===== src/rtl/div_sequencer.sv =====
// Multi-cycle radix-2 restoring divider for RV DIV/DIVU/REM/REMU with RISC-V special cases.
// WIDTH is 64 when BIT_COUNT_64 is defined; DIV_EARLY_OUT_EN enables single-cycle special-case completion.
module div_sequencer #(
`ifdef BIT_COUNT_64
  parameter int WIDTH = 64
`else
  parameter int WIDTH = 32
`endif
) (
  input  logic             clk,
  input  logic             reset,
  input  logic             start,
  input  logic [1:0]       funct,
  input  logic [WIDTH-1:0] opA,
  input  logic [WIDTH-1:0] opB,
  input  logic             flush,
  output logic             stall,
  output logic             busy,
  output logic             done,
  output logic [WIDTH-1:0] result
);

  localparam int CNT_W = $clog2(WIDTH) + 1;
  localparam logic [WIDTH-1:0] MIN_NEG = {1'b1, {(WIDTH-1){1'b0}}};

  typedef enum logic [2:0] {
    IDLE,
    PREP,
    ITER,
    FIX,
    DONE
  } state_t;

  state_t           state_q, state_d;
  logic [1:0]       funct_q, funct_d;
  logic [WIDTH-1:0] opa_q, opa_d;
  logic [WIDTH-1:0] opb_q, opb_d;
  logic [WIDTH-1:0] quo_q, quo_d;
  logic [WIDTH:0]   rem_q, rem_d;
  logic [WIDTH-1:0] dvs_q, dvs_d;
  logic [CNT_W-1:0] cnt_q, cnt_d;
  logic             negq_q, negq_d;
  logic             negr_q, negr_d;
  logic [WIDTH-1:0] result_q, result_d;

  logic             signed_op;
  logic [WIDTH-1:0] abs_a;
  logic [WIDTH-1:0] abs_b;
  logic [WIDTH+1:0] trial_shift;
  logic [WIDTH+1:0] trial_diff;
  logic [WIDTH-1:0] q_fix;
  logic [WIDTH-1:0] r_fix;
  logic             fix_special;
  logic             early_hit;

  function automatic logic is_ovf(input logic [1:0] fn, input logic [WIDTH-1:0] a,
                                  input logic [WIDTH-1:0] b);
    return (~fn[0]) && (a == MIN_NEG) && (b == '1);
  endfunction

  // Quotient/remainder for divide-by-zero, signed overflow and a zero dividend.
  function automatic logic [WIDTH-1:0] special_result(input logic [1:0] fn,
                                                      input logic [WIDTH-1:0] a,
                                                      input logic [WIDTH-1:0] b);
    logic [WIDTH-1:0] r;
    if (b == '0) begin
      r = fn[1] ? a : '1;
    end else if (is_ovf(fn, a, b)) begin
      r = fn[1] ? '0 : a;
    end else begin
      r = '0;
    end
    return r;
  endfunction

`ifdef DIV_EARLY_OUT_EN
  assign early_hit = (opB == '0) || is_ovf(funct, opA, opB) || (opA == '0);
`else
  assign early_hit = 1'b0;
`endif

  assign signed_op   = ~funct_q[0];
  assign abs_a       = (signed_op && opa_q[WIDTH-1]) ? -opa_q : opa_q;
  assign abs_b       = (signed_op && opb_q[WIDTH-1]) ? -opb_q : opb_q;
  // The shifted remainder never exceeds WIDTH+1 significant bits; the extra MSB is the borrow.
  assign trial_shift = {rem_q, quo_q[WIDTH-1]};
  assign trial_diff  = trial_shift - {2'b00, dvs_q};
  assign q_fix       = negq_q ? -quo_q : quo_q;
  assign r_fix       = negr_q ? -rem_q[WIDTH-1:0] : rem_q[WIDTH-1:0];
  assign fix_special = (opb_q == '0) || is_ovf(funct_q, opa_q, opb_q);

  always_comb begin
    state_d  = state_q;
    funct_d  = funct_q;
    opa_d    = opa_q;
    opb_d    = opb_q;
    quo_d    = quo_q;
    rem_d    = rem_q;
    dvs_d    = dvs_q;
    cnt_d    = cnt_q;
    negq_d   = negq_q;
    negr_d   = negr_q;
    result_d = result_q;

    unique case (state_q)
      IDLE: begin
        if (start && !flush) begin
          funct_d = funct;
          opa_d   = opA;
          opb_d   = opB;
          if (early_hit) begin
            result_d = special_result(funct, opA, opB);
            state_d  = DONE;
          end else begin
            state_d = PREP;
          end
        end
      end
      PREP: begin
        if (flush) begin
          state_d = IDLE;
        end else begin
          quo_d   = abs_a;
          dvs_d   = abs_b;
          rem_d   = '0;
          negq_d  = signed_op & (opa_q[WIDTH-1] ^ opb_q[WIDTH-1]);
          negr_d  = signed_op & opa_q[WIDTH-1];
          cnt_d   = CNT_W'(WIDTH);
          state_d = ITER;
        end
      end
      ITER: begin
        if (flush) begin
          state_d = IDLE;
        end else begin
          if (!trial_diff[WIDTH+1]) begin
            rem_d = trial_diff[WIDTH:0];
            quo_d = {quo_q[WIDTH-2:0], 1'b1};
          end else begin
            rem_d = trial_shift[WIDTH:0];
            quo_d = {quo_q[WIDTH-2:0], 1'b0};
          end
          cnt_d = cnt_q - 1'b1;
          if (cnt_q == CNT_W'(1)) begin
            state_d = FIX;
          end
        end
      end
      FIX: begin
        if (flush) begin
          state_d = IDLE;
        end else begin
          if (fix_special) begin
            result_d = special_result(funct_q, opa_q, opb_q);
          end else begin
            result_d = funct_q[1] ? r_fix : q_fix;
          end
          state_d = DONE;
        end
      end
      DONE: begin
        state_d = IDLE;
      end
      default: begin
        state_d = IDLE;
      end
    endcase
  end

  always_ff @(posedge clk or posedge reset) begin
    if (reset) begin
      state_q  <= IDLE;
      funct_q  <= '0;
      opa_q    <= '0;
      opb_q    <= '0;
      quo_q    <= '0;
      rem_q    <= '0;
      dvs_q    <= '0;
      cnt_q    <= '0;
      negq_q   <= 1'b0;
      negr_q   <= 1'b0;
      result_q <= '0;
    end else begin
      state_q  <= state_d;
      funct_q  <= funct_d;
      opa_q    <= opa_d;
      opb_q    <= opb_d;
      quo_q    <= quo_d;
      rem_q    <= rem_d;
      dvs_q    <= dvs_d;
      cnt_q    <= cnt_d;
      negq_q   <= negq_d;
      negr_q   <= negr_d;
      result_q <= result_d;
    end
  end

  // Low in DONE so the held instruction advances together with the result.
  assign stall  = ((state_q == IDLE) && start && !flush) ||
                  (state_q == PREP) || (state_q == ITER) || (state_q == FIX);
  assign busy   = (state_q != IDLE);
  assign done   = (state_q == DONE);
  assign result = result_q;

endmodule


===== config.mk =====
export PLATFORM = sky130hd
export DESIGN_NAME = div_sequencer
export DESIGN_NICKNAME = d
export VERILOG_FILES = /design/src/rtl/div_sequencer.sv
export SDC_FILE = /design/constraint.sdc
export NUM_CORES = 1
export LEC_CHECK = 0
export ABC_AREA = 0
export BUFFER_PORTS_ARGS = -buffer_cell sky130_fd_sc_hd__buf_2
export CORE_MARGIN = 5
export CORE_UTILIZATION = 45
export DETAILED_ROUTE_END_ITERATION = 8
export SYNTH_ARGS = -nofsm -noshare
export SYNTH_HDL_FRONTEND = slang
export SYNTH_SLANG_ARGS = --single-unit

===== constraint.sdc =====
create_clock -name clk -period 8.7 [get_ports clk]
set_clock_uncertainty 0.2 [all_clocks]
set_input_delay 1.305 -clock clk [delete_from_list [all_inputs] [get_ports clk]]
set_output_delay 1.305 -clock clk [all_outputs]
set_load 0.03 [all_outputs]

# ---- Yosys cells after proc, flatten, opt, wreduce, memory -nomap -nowiden
# Cells that the tools add are included.
dict set report totals {
  reg_bits 206
  input_bits 70
  out_inout_bits 35
  elab_cells 81
}
dict set report classes {
  n_addsub 6
  n_eq_ne 11
  n_mux 27
  bitwise_logic 5
  reduce_logical 21
}
# op count
set op_table {}
lappend op_table {{32-bit 2-to-1 mux} 12}
lappend op_table {{32-bit negator} 4}
lappend op_table {{33-bit 2-to-1 mux} 3}
lappend op_table {{33-bit case mux with 2 select lines} 1}
lappend op_table {{32-bit == test (second input constant)} 2}
lappend op_table {{32-bit case mux with 2 select lines} 1}
lappend op_table {{34-bit by 32-bit subtractor with 34-bit output} 1}
lappend op_table {{32-bit logical NOT} 1}
lappend op_table {{3-bit 2-to-1 mux} 4}
lappend op_table {{6-bit 2-to-1 mux} 2}
lappend op_table {{3-bit case mux with 4 select lines} 1}
lappend op_table {{6-bit case mux with 2 select lines} 1}
lappend op_table {{2-bit AND reduction} 4}
lappend op_table {{1-bit logical AND} 7}
lappend op_table {{3-bit by 2-bit == test with 1-bit output (second input constant)} 2}
lappend op_table {{6-bit by 1-bit == test with 1-bit output (second input constant)} 1}
lappend op_table {{2-bit inequality test (second input constant)} 3}
lappend op_table {{6-bit by 1-bit subtractor with 6-bit output (second input constant)} 1}
lappend op_table {{1-bit logical OR} 4}
lappend op_table {{3-bit by 1-bit == test with 1-bit output (second input constant)} 1}
lappend op_table {{3-bit == test (second input constant)} 1}
lappend op_table {{3-bit logical NOT} 1}
lappend op_table {{3-bit inequality test (second input constant)} 1}
lappend op_table {{3-bit AND reduction} 1}
lappend op_table {{other kinds (8)} 10}

# ---- Logic depth before layout (Yosys ltp)
dict set report logic_depth {
  depth_word 6
  ltp_mapped 14
  mapped_depth_nobuf 13
}

# ---- Least setup slack after synthesis
# Ideal clock, no wire load.
dict set report synth_timing {
  path_type {input to output}
  start {in flush}
  end {out stall}
  t_arrival_ps 1934
  required_ps 7195
  setup_slack_ps 5261
  path_stages 2
  path_buffers 0
  path_cell_list {nand2b_1 > a21oi_1}
}
dict set report synth_via {
  elab_chain_len 5
}
# item line_no
set synth_rtl {}
lappend synth_rtl {{from (decl)} 16} ;# input logic flush,
lappend synth_rtl {{1-bit logical NOT} 199} ;# assign stall = ((state_q == IDLE) && start && !flush) ||
lappend synth_rtl {{1-bit logical AND} 199}
lappend synth_rtl {{1-bit logical OR} 199}
lappend synth_rtl {{1-bit logical OR (2 in a row)} 200} ;# (state_q == PREP) || (state_q == ITER) || (state_q == FIX);
lappend synth_rtl {{to (decl)} 17} ;# output logic stall,
# No other way between the ends.

# ---- Worst setup path after layout
dict set report layout_timing {
  start {reg opa_q[4]}
  end {reg result_q[10], in the netlist result[10]}
}
dict set report layout_via {
  elab_chain_len 6
  word_cells_on_any_way 7
  classes_between {eq/ne (1); mux (3); reduce/logical (3)}
}
# item line_no
set layout_rtl {}
lappend layout_rtl {{from (decl)} 36} ;# logic [WIDTH-1:0] opa_q, opa_d;
lappend layout_rtl {{from (signal assigned)} 186} ;# opa_q <= opa_d;
lappend layout_rtl {{32-bit == test (*)} 58} ;# return (~fn[0]) && (a == MIN_NEG) && (b == '1);
lappend layout_rtl {{1-bit logical AND (*) (2 in a row)} 58}
lappend layout_rtl {{32-bit 2-to-1 mux} 68} ;# end else if (is_ovf(fn, a, b)) begin
lappend layout_rtl {{32-bit 2-to-1 mux} 66} ;# if (b == '0) begin
lappend layout_rtl {{32-bit 2-to-1 mux (*)} 153} ;# if (fix_special) begin
lappend layout_rtl {{to (signal assigned)} 194} ;# result_q <= result_d;
lappend layout_rtl {{to (decl)} 44} ;# logic [WIDTH-1:0] result_q, result_d;
# Every way passes the cells marked *; elsewhere a longest branch is shown, timed or not.
# A chain may end at the register's enable or synchronous reset.

==> results.yml <==
critical_path:
  crit_top_cell: "nor4_4"
  critical_path_class: "reg -> reg"
  crit_chain: "nor4_1 -> nand3_1 -> nor4_4 -> nand2_2 -> nor4_4 -> a21o_1 -> a22oi_1 -> a21oi_1"
  worst-r2r-cell-count: 8
  crit_path_end_kind: "flop"
  path_max_fanout: 30
  startpoint_type: "flop"
  arrival_ns: 4.55
  required_ns: 8.96
  cpPeakStageDelay_ns: 0.95
  critPathSlowestCell: "a21o_1"
global_route:
  grt_use_total_pct: 21.54
  antenna_found_initial: 0
  grt_pass1_wl_mm: 59.54
  first_global_vias: 10990
  overflow: 0
  grt_max_degree: 135
drt:
  totalWireLength_mm: 36.87
  antenna_left: 0
  routed-via-count: 11410
  wire_per_inst_microns: 18.37
  first_pass_iters: 5
  vias_per_cell: 5.687
  first_iter_violations: 719
  drc: 0
sta:
  holdWs_ns: 0.2786
  worst-slew-pin-transition_ns: 1.162
  maxSlewViolCount: 0
  period_share_pct: 49.25
  rsz0062_at_grt: "false"
  tns_ns: 0
  finalSetupViolations: 0
  clock.fmax_mhz: 233.4
  hold_viol_final: 0
  period_minus_slack_ns: 4.285
  slew_headroom_pct: 22.55
yosys:
  ys_seq_elements: 206
  syn_avg_cell_area_sq_um: 8.724
  syn_inst: 1547
  synth_area_leader_cell: "dfrtp_1"
  synth.area.top_cells: "dfrtp_1 38%, o21ai_0 5.7%, mux2_2 5.5%"
  synth_edf_count: 0
  synth_top_area_share_pct: 38.20
  netlist_area_sq_um: 13500
  ys.flop_type: "dfrtp_1"
  synth.most_common_cell: "dfrtp_1"
  syn_nets: 1657
  async_reset_ff_share_pct: 100.0
  ys_types: 67
  yosys_warnings: 0
  yosysSeqAreaShare_pct: 38.20
  ys_top_cells_by_count: "206 x dfrtp_1, 183 x nand2_1, 155 x o21ai_0, 129 x nor2_1, 127 x a21oi_1"
clock_tree:
  ctsHoldBuffers: 0
  cts_tree: "done"
  clockBufferDepth: 3
  numCtsBuffers: 24
  cts_resized: 0
  clkTransAtPathRegs_ns: 0.06
  htree_levels: 1
  cts_sinks: 206
  cts_root_buf: "clkbuf_16"
  cts_setup_buffers: 0
  clk_latency_ns: 0.54
floorplanning:
  die_area_sq_um: 33550
  rows: 63
  initial_core_util_pct: 45.53
  die_h_microns: 183.2
  core_sq_um: 29640
  ios: 105
  die_w_microns: 183.2
finish:
  drive_gt1_share_pct: 16.39
  finalNetCount: 1710
  area_growth_pct: 11.16
  stdcell_area_sq_um: 15000
  diodes: 0
worst_hold_path:
  hold_class: "reg -> reg"
  hold_depth: 2
run_status:
  outcome: "finished, final reports clean"
placement:
  placed_cell_area_sq_um: 14260
  place.gp.congestion: 0.8857
  dp_hpwl_mm: 26.37
  port_buffers: 104
run:
  cap_violations: 0
power:
  powerDensity_nw_per_um2: 314.4
  p_leak_nw: 6.501
  ir_worst_vdd_uv: 213.4
[layout make-up]
cell class                 count  area, sq um
clock buffer                  31        656.9
clock inverter                12        83.83
fill                        2948        14640
inverter                      56        217.7
multi-input combinational   1198         7804
sequential                   206         5156
tap                          390        488.0
timing repair buffer         114        595.6
[path summary, 6_finish.rpt]
kind                           start         end  slack, ns
setup / recovery            opa_q[4]  result[10]       4.42
hold / removal             dvs_q[21]   dvs_q[21]       0.28
setup reg to reg            opa_q[4]  result[10]       4.42
hold reg to reg            dvs_q[21]   dvs_q[21]       0.28
max in group asynchronous      reset   rem_q[24]       6.11
min in group asynchronous      reset   rem_q[11]       0.71
[report_power, final]
part / total [W] / internal, W / switching (W)
clock network: 0.000962 / 0.000536 / 0.000426
logic: 0.00207 / 0.000855 / 0.00122
registers: 0.00168 / 0.00127 / 0.000411
[state kept, by name, indices dropped and copies added, names as in the netlist, 2 cells and up]
register,count
cnt_q,6
state_q,3
opa_q,32
dvs_q,32
quo_q,32
funct_q,2
opb_q,32
result,32
rem_q,33
[cell usage in the layout (no fill, tap or decap), types with 26 or more instances in the layout]
cell type,Yosys,routed
o31ai_1,26,26
o21ai_0,155,155
mux2i_1,28,28
nor3_1,27,26
dfrtp_1,206,205
nor2_1,129,128
inv_1,55,54
a21oi_1,127,127
buf_2,4,104
xnor2_1,81,81
xor2_1,67,67
ha_1,39,39
nand2_1,183,183
mux2_2,66,66
[per-layer routing]
metal	track usage, %	wire length [microns]
met5	0	0
met2	34.09	16500
met1	31.43	17600
met3	2.658	1855
met4	5.662	918
[worst max-delay path: cells and delay by family, from the launching register on]
family             cells  cell delay, ns
AOI/OAI and AO/OA      3            1.35
DFF                    1            0.45
and+or+nand+nor        5            2.19
[cells by family (layout without fill, tap and decap cells)]
group                      count (synthesis)  in the layout  share of synthesized area (%)
and+or+nand+nor                          485            485                          17.08
AOI/OAI and AO/OA                        431            431                          19.48
DFF                                      206            206                          38.20
xor gates and xnor gates                 148            148                          9.605
buffers and inverters                    143            213                          4.293
muxes                                     94             94                          7.584
adders and majority gates                 40             40                          3.764
[metrics by stage]
| step | std cells | util (%) | setup slack (ns) | total power [W] |
|---|---|---|---|---|
| global placement | 1964 | 48.12 | 4.486 | 0.003722 |
| CTS | 2007 | 50.62 | 4.435 | 0.004742 |
| detailed placement | 1964 | 48.12 | 4.416 | 0.003757 |
| global route | 2007 | 50.62 | 4.045 | 0.005086 |
| floorplan | 1547 | - | 1.571 | 0.003189 |
| finish | 2007 | 50.62 | 4.415 | 0.004717 |
Power figures use the tool's default switching activity.
